File: config.mk
export PLATFORM = sky130hd
export DESIGN_NAME = load_store_unit
export DESIGN_NICKNAME = d
export VERILOG_FILES = /design/src/rtl/lsu_pkg.sv /design/src/rtl/lsu_lane_align.sv /design/src/rtl/load_store_unit.sv
export SDC_FILE = /design/constraint.sdc
export NUM_CORES = 1
export LEC_CHECK = 0
export ABC_AREA = 1
export CAP_MARGIN = 40
export CORE_UTILIZATION = 46
export DETAILED_ROUTE_END_ITERATION = 7
export PLACE_DENSITY = 0.85
export SETUP_SLACK_MARGIN = 0.02
export SLEW_MARGIN = 40
export SYNTH_ARGS = -nofsm -noshare
export SYNTH_HDL_FRONTEND = slang
export SYNTH_SLANG_ARGS = --single-unit
File: constraint.sdc
create_clock -name CLK -period 6.35 [get_ports CLK]
set_input_delay 0.9525 -clock CLK [delete_from_list [all_inputs] [get_ports CLK]]
set_output_delay 0.9525 -clock CLK [all_outputs]
set_load 0.03 [all_outputs]
File: src/rtl/lsu_pkg.sv
`default_nettype none
// ============================================================================
// Module : lsu_pkg
// Shared definitions for the load/store unit: RV32I funct3 size/sign codes,
// the controller state encoding and the default data-memory depth.
// Revision: 1.0 - initial release
// ============================================================================
package lsu_pkg;

  // RV32I load/store size and sign codes.
  localparam logic [2:0] F3_B  = 3'b000;
  localparam logic [2:0] F3_H  = 3'b001;
  localparam logic [2:0] F3_W  = 3'b010;
  localparam logic [2:0] F3_BU = 3'b100;
  localparam logic [2:0] F3_HU = 3'b101;

  // Words in the attached data memory unless overridden.
  localparam int unsigned LSU_DEPTH_DEFAULT = 21;

  typedef enum logic [2:0] {
    ST_IDLE = 3'd0,
    ST_RD   = 3'd1,
    ST_CAP  = 3'd2,
    ST_WR   = 3'd3,
    ST_RESP = 3'd4
  } lsu_state_e;

endpackage
`default_nettype wire

File: src/rtl/lsu_lane_align.sv
`default_nettype none
// ============================================================================
// Module : lsu_lane_align
// Combinational byte/halfword lane handling for the load/store unit.
//   word_i    : word captured from memory
//   addr_lo_i : byte offset within the word
//   funct3_i  : RV32I size/sign code
//   wdata_i   : right-aligned store data
//   load_o    : extracted and sign/zero-extended load result
//   merge_o   : word_i with the store lane(s) replaced by wdata_i
// Revision: 1.0 - initial release
// ============================================================================
module lsu_lane_align
  import lsu_pkg::*;
(
  input  logic [31:0] word_i,
  input  logic [1:0]  addr_lo_i,
  input  logic [2:0]  funct3_i,
  input  logic [31:0] wdata_i,
  output logic [31:0] load_o,
  output logic [31:0] merge_o
);

  logic [4:0]  w_bit_off;
  logic [7:0]  w_byte;
  logic [15:0] w_half;

  assign w_bit_off = {addr_lo_i, 3'b000};
  assign w_byte    = word_i[w_bit_off +: 8];
  assign w_half    = addr_lo_i[1] ? word_i[31:16] : word_i[15:0];

  always_comb begin
    load_o = word_i;
    case (funct3_i)
      F3_B:    load_o = {{24{w_byte[7]}}, w_byte};
      F3_H:    load_o = {{16{w_half[15]}}, w_half};
      F3_BU:   load_o = {24'h0, w_byte};
      F3_HU:   load_o = {16'h0, w_half};
      default: load_o = word_i;
    endcase
  end

  always_comb begin
    merge_o = word_i;
    case (funct3_i)
      F3_B: merge_o[w_bit_off +: 8] = wdata_i[7:0];
      F3_H: begin
        if (addr_lo_i[1]) merge_o[31:16] = wdata_i[15:0];
        else              merge_o[15:0]  = wdata_i[15:0];
      end
      default: merge_o = wdata_i;
    endcase
  end

endmodule
`default_nettype wire

File: src/rtl/load_store_unit.sv
`default_nettype none
// ============================================================================
// Module : load_store_unit
// Initiator side of a word-addressed data memory without byte enables.
// Executes RV32I loads/stores one at a time; sub-word stores are done as
// read-modify-write. Memory pins are decoded from registered state only.
//   CLK, RST          : clock, synchronous active-high reset
//   req_*             : request handshake from execute (ready only in IDLE)
//   resp_*            : single-cycle response pulse with data/error
//   MEM_*             : data memory RW/EN/word index/write data/read data
// Revision: 1.0 - initial release
// ============================================================================
module load_store_unit
  import lsu_pkg::*;
#(
  parameter int unsigned DEPTH = LSU_DEPTH_DEFAULT
) (
  input  logic        CLK,
  input  logic        RST,
  input  logic        req_valid,
  output logic        req_ready,
  input  logic        req_store,
  input  logic [2:0]  req_funct3,
  input  logic [31:0] req_addr,
  input  logic [31:0] req_wdata,
  output logic        resp_valid,
  output logic [31:0] resp_data,
  output logic        resp_err,
  output logic        MEM_RW,
  output logic        MEM_EN,
  output logic [31:0] MEM_ADDR,
  output logic [31:0] MEM_DIN,
  input  logic [31:0] MEM_DOUT
);

  localparam logic [31:0] DEPTH_W = 32'(DEPTH);

  lsu_state_e  state_q, state_d;
  logic        store_q, store_d;
  logic [2:0]  f3_q,    f3_d;
  logic [31:0] addr_q,  addr_d;
  // Holds store data on acceptance; overwritten with the merged word at CAP.
  logic [31:0] wbuf_q,  wbuf_d;
  logic [31:0] rdata_q, rdata_d;
  logic        rerr_q,  rerr_d;

  logic        w_f3_ok;
  logic        w_misaligned;
  logic        w_out_of_range;
  logic        w_req_err;
  logic [31:0] w_load;
  logic [31:0] w_merge;

  // Request legality, evaluated on the raw request in IDLE.
  always_comb begin
    w_f3_ok = 1'b0;
    case (req_funct3)
      F3_B, F3_H, F3_W: w_f3_ok = 1'b1;
      F3_BU, F3_HU:     w_f3_ok = ~req_store;
      default:          w_f3_ok = 1'b0;
    endcase
  end

  assign w_misaligned   = ((req_funct3 == F3_H) && req_addr[0]) ||
                          ((req_funct3 == F3_W) && (req_addr[1:0] != 2'b00));
  assign w_out_of_range = ({2'b00, req_addr[31:2]} >= DEPTH_W);
  assign w_req_err      = ~w_f3_ok | w_misaligned | w_out_of_range;

  lsu_lane_align u_align (
    .word_i    (MEM_DOUT),
    .addr_lo_i (addr_q[1:0]),
    .funct3_i  (f3_q),
    .wdata_i   (wbuf_q),
    .load_o    (w_load),
    .merge_o   (w_merge)
  );

  always_comb begin
    state_d = state_q;
    store_d = store_q;
    f3_d    = f3_q;
    addr_d  = addr_q;
    wbuf_d  = wbuf_q;
    rdata_d = rdata_q;
    rerr_d  = rerr_q;
    case (state_q)
      ST_IDLE: begin
        if (req_valid) begin
          store_d = req_store;
          f3_d    = req_funct3;
          addr_d  = req_addr;
          wbuf_d  = req_wdata;
          if (w_req_err) begin
            rdata_d = 32'h0;
            rerr_d  = 1'b1;
            state_d = ST_RESP;
          end else if (req_store && (req_funct3 == F3_W)) begin
            state_d = ST_WR;
          end else begin
            state_d = ST_RD;
          end
        end
      end
      ST_RD:   state_d = ST_CAP;
      ST_CAP: begin
        // MEM_DOUT is valid only during CAP.
        if (store_q) begin
          wbuf_d  = w_merge;
          state_d = ST_WR;
        end else begin
          rdata_d = w_load;
          rerr_d  = 1'b0;
          state_d = ST_RESP;
        end
      end
      ST_WR: begin
        rdata_d = wbuf_q;
        rerr_d  = 1'b0;
        state_d = ST_RESP;
      end
      ST_RESP: state_d = ST_IDLE;
      default: state_d = ST_IDLE;
    endcase
  end

  always_ff @(posedge CLK) begin
    if (RST) begin
      state_q <= ST_IDLE;
      store_q <= 1'b0;
      f3_q    <= 3'b000;
      addr_q  <= 32'h0;
      wbuf_q  <= 32'h0;
      rdata_q <= 32'h0;
      rerr_q  <= 1'b0;
    end else begin
      state_q <= state_d;
      store_q <= store_d;
      f3_q    <= f3_d;
      addr_q  <= addr_d;
      wbuf_q  <= wbuf_d;
      rdata_q <= rdata_d;
      rerr_q  <= rerr_d;
    end
  end

  assign req_ready  = (state_q == ST_IDLE) && !RST;
  assign resp_valid = (state_q == ST_RESP);
  assign resp_data  = rdata_q;
  assign resp_err   = rerr_q;

  assign MEM_EN   = (state_q == ST_RD) || (state_q == ST_WR);
  assign MEM_RW   = (state_q == ST_WR);
  assign MEM_ADDR = {2'b00, addr_q[31:2]};
  assign MEM_DIN  = (state_q == ST_WR) ? wbuf_q : 32'h0;

endmodule
`default_nettype wire

Yosys cells after proc, flatten, opt, wreduce, memory -nomap -nowiden
Cells that the tools add are included.
{"block": "word_totals", "input_bits": 103, "word_cells": 77, "regBits": 104}
{"block": "classes", "eq_ne": 17, "order_cmp": 1, "shifts": 3, "addsub": 1, "n_bitwise": 4, "reduce_logical": 19, "mux": 24}
{"op": "32-bit 2-to-1 mux", "count": 6}
{"op": "32-bit case mux with 2 select lines", "count": 2}
{"op": "32-bit case mux with 4 select lines", "count": 1}
{"op": "32-bit case mux with 3 select lines", "count": 1}
{"op": "16-bit 2-to-1 mux", "count": 3}
{"op": "32-bit bitwise mux", "count": 1}
{"op": "8-bit by 7-bit variable shift with 32-bit output, first input constant", "count": 1}
{"op": "32-bit by 6-bit variable part select with 8-bit output", "count": 1}
{"op": "8-bit by 7-bit variable part select with 32-bit output", "count": 1}
{"op": "30-bit by 5-bit greater-or-equal comparator with 1-bit output, second input constant", "count": 1}
{"op": "3-bit == test, second input constant", "count": 5}
{"op": "3-bit case mux with 4 select lines", "count": 1}
{"op": "3-bit by 1-bit == test with 1-bit output, second input constant", "count": 3}
{"op": "3-bit by 2-bit == test with 1-bit output, second input constant", "count": 3}
{"op": "3-bit zero test", "count": 3}
{"op": "3-bit 2-to-1 mux", "count": 3}
{"op": "2-bit inequality test, second input constant", "count": 4}
{"op": "4-bit AND reduction", "count": 2}
{"op": "5-bit negator with 7-bit output", "count": 1}
{"op": "5-bit AND reduction", "count": 1}
{"op": "1-bit logical AND", "count": 4}
{"op": "2-bit nonzero test", "count": 2}
{"op": "1-bit 2-to-1 mux", "count": 3}
{"op": "3-bit by 1-bit inequality test with 1-bit output, second input constant", "count": 1}
{"op": "other kinds (12)", "count": 15}

Logic depth before layout (Yosys ltp)
Gate-level depths: netlist of run 1.
{"block": "logic_depth", "word_depth": 9, "ltp_mapped": 13, "depth_no_buf": 11}

Cells and area by module
A second synthesis of run 1 with hierarchy kept.
{"block": "unflattened", "hier_cells": 1230, "area_unflattened_um2": 7420.9}
{"module": "load_store_unit", "area_each_um2": 4986.0, "cells_per_inst": 727, "instances": 1, "seq_area_each_um2": 2082.0}
{"module": "lsu_lane_align", "area_each_um2": 2434.8, "cells_per_inst": 503, "instances": 1, "seq_area_each_um2": 0.0}

Worst setup path after synthesis of run 1
Ideal clock, no wire load.
{"block": "synth_path", "path_type": "reg2out", "start": "register state_q[0]", "end": "output port MEM_DIN[0]", "t_required_ns": 5.398, "slack_ns": 3.650, "path_stages_with_launch": 8, "arrival_time_ns": 1.747, "n_path_buf": 1, "cell_sequence": "dfxtp_1 -> inv_1 -> nor2_1 -> nand2_1 -> inv_1 -> buf_2 -> nand2_1 -> inv_1"}
{"block": "synth_between", "elab_chain_len": 2}
{"item": "start, declared", "line": "load_store_unit.sv:38", "rtl": "lsu_state_e state_q, state_d;"}
{"item": "start signal, assigned", "line": "load_store_unit.sv:136", "rtl": "state_q <= state_d;"}
{"item": "3-bit by 2-bit == test with 1-bit output"}
{"item": "named net MEM_RW", "line": "load_store_unit.sv:29", "rtl": "output logic MEM_RW,"}
{"item": "32-bit 2-to-1 mux", "line": "load_store_unit.sv:154", "rtl": "assign MEM_DIN = (state_q == ST_WR) ? wbuf_q : 32'h0;"}
{"item": "end, declared", "line": "load_store_unit.sv:32", "rtl": "output logic [31:0] MEM_DIN,"}
The timed path passes the listed nets, and every way through them passes these cells.

Worst setup path after layout of run 1
{"block": "layout_path", "start": "register state_q[0]", "end": "output port MEM_DIN[14]"}
{"block": "layout_between", "elab_chain_len": 2}
{"item": "3-bit by 2-bit == test with 1-bit output", "line": "load_store_unit.sv:154"}
{"item": "32-bit 2-to-1 mux", "line": "load_store_unit.sv:154"}
No other way between the ends.

==> results of run 1 <==
[tightest hold or removal path, cell delays in order (launching register included)]
cell and delay [ps]:
dfxtp_1 310, inv_1 40, a21oi_1 50
[path summary, 6_finish.rpt]
path / slack, ps / depth (start not counted) / from / to
max: 2340 / 7 / state_q[0] / MEM_DIN[14]
min: 450 / 2 / resp_err / resp_err
min reg2reg: 450 / 2 / resp_err / resp_err
max reg2reg: 3140 / 10 / state_q[2] / resp_data[20]
[cell type report]
class | count | area share
inverter | 125 | 0.05488
sequential | 104 | 0.2422
multi-input combinational | 751 | 0.4038
tap | 180 | 0.02620
timing repair buffer | 205 | 0.2373
clock buffer | 10 | 0.02781
clock inverter | 6 | 0.007716
[power by group through the flow]
stage / Combinational, µW / Clock (µW) / Sequential (µW)
floorplan: 236 / 0 / 756
global placement: 399 / 0 / 742
detailed placement: 405 / 0 / 742
CTS: 407 / 592 / 728
global route: 449 / 618 / 733
finish: 410 / 586 / 729
[state kept, by name, summed over array words and instances, names as in the netlist]
signal	count
wbuf_q	32
f3_q	3
state_q	3
resp_err	1
store_q	1
addr_q	32
resp_data	32
[per-layer routing]
layer / vias to the layer above / share of wire / GRT usage
li1: 3641 / - / -
met4: 0 / 0.032 / 0.1335
met2: 404 / 0.47 / 0.4723
met5: - / 0 / 0
met3: 61 / 0.11 / 0.08882
met1: 3333 / 0.39 / 0.3390
[metrics by stage]
stage | util | instance area (µm²) | worst slack [ps] | std cells
finish | 0.6192 | 8594 | 2338 | 1381
global placement | 0.5966 | 8282 | 2514 | 1365
global route | 0.6192 | 8594 | 2200 | 1381
floorplan | - | 6560 | 3650 | 1078
detailed placement | 0.5972 | 8289 | 2431 | 1365
CTS | 0.6192 | 8594 | 2384 | 1381
[cell families (layout without fill, tap and decap cells)]
family          after synthesis  in the layout
compound gates              259            259
fa+ha+maj                     5              5
buf+inv                     223            346
flops                       104            104
other cells                   1              2
simple gates                485            485
[synthesized netlist by cell type, drive strengths merged]
cell and n:
nand3b 2, clkbuf 40, buf 58, nor3 3, conb 1, a31oi 9, nor2 156, a22oi 8
clkinv 1, dfxtp 104, ha 5, or2 1, o2111ai 7, o21ai 111, o21bai 8, nand3 65
o211ai 9, inv 124, nand2 258, a21oi 107
==> summary.md, run 1 <==
| Metric | Value |
|---|---|
| Status | `completed` |
| Initial DRC count | `~640` |
| Combinational Power Share | `0.238` |
| Most common cell after layout, fill and taps aside | `nand2_1` |
| Final min period | `~4000 ps` |
| Synthesized area | `6556 µm²` |
| Die X-Extent | `121.4 µm` |
| First-pass GRT wire length | `33.00 mm` |
| Delay-heaviest family, CP | `buffers and inverters` |
| Worst Hold Class | `reg -> reg` |
| Vias in the first global route | `slightly below 7,000` |
| Starting Density | `0.4723` |
| Hold_ws | `447.1 ps` |
| RSZ-0062 raised after global routing | `no` |
| Critical path arrival | `3060 ps` |
| Die H | `121.4 µm` |
| ANT cells | `0` |
| Crit path buf inv count | `4` |
| Post-Syn Instances | `1,077` |
| Internal power | `1177 µW` |
| Synth Area in Simple Gates | `0.3040` |
| Fmax | `0.2492 GHz` |
| Multi-input gate area | `3471 µm²` |
| Synth-to-Final Area Change | `31.09%` |
| Die area | `14,730 µm²` |
| Largest family of logic cells by synthesized area | `simple AND/OR/NAND/NOR gates` |
| Post-CTS sizing | `0` |
| Peak supply drop | `around 200 µV` |
| Switch share | `0.3177` |
| Drt pass-1 iters | `6` |
| Crit-path cells | `inv_1, nor2_1, nand2_1, inv_1, nand2_1, inv_1, clkdlybuf4s50_1` |
| Post-synthesis sequential area ratio | `0.3176` |
| Wire per inst | `15.32 µm` |
| Yosys reg bits | `104` |
| Port bufs | `approximately 200` |
| Via count | `7,439` |
| CTS tree | `done` |
| Largest net degree at the start of global routing | `68` |
| # DRC | `0` |
| Routed Antenna Nets | `0` |
| CP Data Required Time | `roughly 5400 ps` |
| CP max stage cell | `inv_1` |
| Slew @ Worst Pin | `841.2 ps` |
| Slew margin rel. | `0.4386` |
| # rows | `43` |
| CP startpoint kind | `flop` |
| Most frequent cells in the layout | `nand2_1, clkdlybuf4s50_1, nor2_1, inv_1, o21ai_0` |
| Pleak | `0.003788 µW` |
| Core area | `13,880 µm²` |
| Clock Latency Late Sink | `360 ps` |
| H-tree depth | `3` |
| Yosys warnings | `0` |
| Synth Area in XOR/XNOR | `0` |
| # IOs | `~200` |
| Mux cell area share after synthesis | `0` |
| Nets | `1,304` |
| Total design power | `1725 µW` |
| Post-Synth Adder-Cell Area | `0.009542` |
| Ranking of synthesized cells by area | `dfxtp_1, nand2_1, nor2_1` |
| Synth Area in Compound Gates | `0.2135` |
| Final WL | `21.15 mm` |
| Total gr overflow | `0` |
| Max-cap violation count | `0` |
| Fin. Hold Viols | `0` |
| Area leader, netlist | `dfxtp_1` |
| Fin crit share | `0.6319` |
| HPWL after DPL | `14.89 mm` |
| GPL Wtd Cong | `0.9008` |
| Critical Path Max Stage Delay | `740 ps` |
| Crit end category | `output pin` |
| Power per cell area | `around 200 nW/µm²` |
| Cell seen most often among critical-path stages | `inv_1` |
| Num CTS Buffers | `9` |
| Psw | `548.1 µW` |
| Clock sinks | `104` |
| Clock root buffer | `clkbuf_16` |
| Clock tree buffer depth | `2` |
| Sequential power share | `0.423` |
| Share of layout cells above drive strength 1 | `0.03580` |
| Clk pin slew, worst setup/hold paths | `70 ps` |
| Layout Skew | `about 10 ps` |
| Post-CTS Setup Bufs | `0` |
| Clk pwr share | `0.340` |
| Fin. max-slew vios | `0` |
| Largest fanout on the critical path | `24` |
| Setup violators final | `0` |
| Kind of critical path | `reg -> out` |
| # fillers | `approximately 1,300` |
| Avg Cell Area, Syn | `6.088 µm²` |
| Initial antenna violation count | `0` |
| Netlist cell types | `32` |
| Vias per cell | `5.387` |
| Hold buffers post-CTS | `0` |
| Register area | `2082 µm²` |
| Post-synth top area share | `0.3176` |
| Setup_tns | `0 ps` |
| GRT Total Usage | `0.2872` |
No activity file was read; power rests on OpenSTA's default activity.
==> inputs of run 2 (changes only) <==
- clock period: 6.35 -> 3.9 ns (I/O delays scaled with it)
==> summary.md, run 2 (synthesized netlist as in run 1, its figures left out) <==
| Metric | Value |
|---|---|
| GPL Wtd Cong | `0.9176 (+1.9%)` |
| Routed Antenna Nets | `0 (unchanged)` |
| # fillers | `1,301 (-1.2%)` |
| Worst setup margin | `655.8 ps (-1682 ps)` |
| R2r worst-path depth | `9 (-1)` |
| Fin. max-slew vios | `0 (unchanged)` |
| Share of layout cells above drive strength 1 | `0.04056 (+0.004759)` |
| Final WL | `21.37 mm (+1.0%)` |
| Setup violators final | `0 (unchanged)` |
| Vias in the first global route | `6,719 (-1.3%)` |
| Largest fanout on the critical path | `16 (-33%)` |
| ANT cells | `0 (unchanged)` |
| Die X-Extent | `121.4 µm (unchanged)` |
| Fin. Hold Viols | `0 (unchanged)` |
| Synth-to-Final Area Change | `31.55%` |
| Setup_tns | `0 ps (unchanged)` |
| Die H | `121.4 µm (unchanged)` |
| Die area | `14,730 µm² (unchanged)` |
| First-pass GRT wire length | `33.24 mm (+0.71%)` |
| Fin crit share | `0.8318` |
| H-tree depth | `3 (unchanged)` |
| # rows | `43 (unchanged)` |
| CP startpoint kind | `flop` |
| Worst Hold Depth | `2 (unchanged)` |
| Slew margin rel. | `0.5411 (+0.1025)` |
| CTS tree | `done` |
| Fmax | `0.3082 GHz` |
| Initial DRC count | `619 (-2.7%)` |
| Clock Latency Late Sink | `360 ps (about the same)` |
| HPWL after DPL | `15.27 mm (+2.5%)` |
| Final min period | `3244 ps` |
| GRT Total Usage | `0.2898 (+0.002586)` |
| Port bufs | `201 (unchanged)` |
| Initial antenna violation count | `0 (unchanged)` |
| Clk pin slew, worst setup/hold paths | `60 ps (about the same)` |
| Nets | `1,312 (+0.61%)` |
| Critical path arrival | `2660 ps (-400 ps)` |
| Via count | `7,468 (+0.39%)` |
| Clock root buffer | `clkbuf_16` |
| Max-cap violation count | `0 (unchanged)` |
| Total gr overflow | `0 (unchanged)` |
| RSZ-0062 raised after global routing | `no` |
| Most frequent cells in the layout | `nand2_1, clkdlybuf4s50_1, nor2_1, inv_1, o21ai_0` |
| Place WS | `798.5 ps (-1633 ps)` |
| # DRC | `0 (unchanged)` |
| Vias per cell | `5.380 (-0.12%)` |
| Core area | `13,880 µm² (unchanged)` |
| Peak supply drop | `270.2 µV (+33%)` |
| Slew @ Worst Pin | `688.4 ps (-152.8 ps)` |
| Num CTS Buffers | `9 (unchanged)` |
| Starting Density | `0.4723 (unchanged)` |
| Power per cell area | `315.4 nW/µm² (+57%)` |
| CP Data Required Time | `3310 ps (-2090 ps)` |
| Layout Skew | `9.027 ps (-1.151 ps)` |
| Clock sinks | `104 (unchanged)` |
| Clock tree buffer depth | `2 (unchanged)` |
| Hold buffers post-CTS | `0 (unchanged)` |
| Largest net degree at the start of global routing | `67 (-1.5%)` |
| # IOs | `204 (unchanged)` |
| Crit end category | `output pin` |
| Most common cell after layout, fill and taps aside | `nand2_1` |
| Wire per inst | `15.40 µm (+0.52%)` |
| Post-CTS sizing | `0 (unchanged)` |
| Worst Hold Class | `reg -> reg` |
| Pleak | `0.003805 µW (+0.45%)` |
| Kind of critical path | `reg -> out` |
| Post-CTS Setup Bufs | `0 (unchanged)` |
| Drt pass-1 iters | `7 (+1)` |
| Status | `completed` |
[run 2: cell type report]
cell class              count  area (µm²)  share of cell area
clock inverters             5       33.78            0.003917
well taps                 180       225.2             0.02611
flip-flops and latches    104        2082              0.2414
repair buffers            213        2105              0.2440
multi-input cells         751        3468              0.4021
inverters                 125       471.7             0.05469
clock buffers              10       239.0             0.02771
[run 2: report_power, final]
part           internal (µW)  switching [µW]  leakage, µW  total (µW)
clock network            446             410     0.000130         856
logic                    272             405      0.00282         676
registers               1130            57.5     0.000858        1190
[run 2: per-stage QoR]
stage / hold WS (ps) / utilization / cells / cell area, µm² / power [µW]
after global placement: 440.3 / 0.6004 / 1372 / 8334 / 1869
after detailed placement: 442.9 / 0.6006 / 1372 / 8337 / 1877
after CTS: 452.5 / 0.6202 / 1387 / 8610 / 2731
after floorplan: 441.3 / - / 1078 / 6560 / 1616
final: 457.4 / 0.6213 / 1388 / 8625 / 2720
after global routing: 480.7 / 0.6213 / 1388 / 8625 / 2841
[run 2: path summary, 6_finish.rpt]
path         startpoint            end  slack, ps
max          state_q[0]     MEM_DIN[5]        660
min            resp_err       resp_err        460
max reg2reg   addr_q[1]  resp_data[26]       1240
min reg2reg    resp_err       resp_err        460
[run 2: worst max-delay path: stages (launching register included)]
cell and delay, ps:
dfxtp_1 390, inv_1 50, nor2_1 160, nand2_1 280, inv_1 370, buf_8 220
nand2_1 100, inv_1 70, clkdlybuf4s50_1 660
[run 2: layer usage]
layer	wire, µm	part of all wire	GRT usage	vias up
met4	889	0.042	0.1435	0
li1	-	-	-	3656
met5	0	0	0	-
met3	2102	0.098	0.08600	68
met2	9912	0.46	0.4830	370
met1	8464	0.40	0.3358	3374
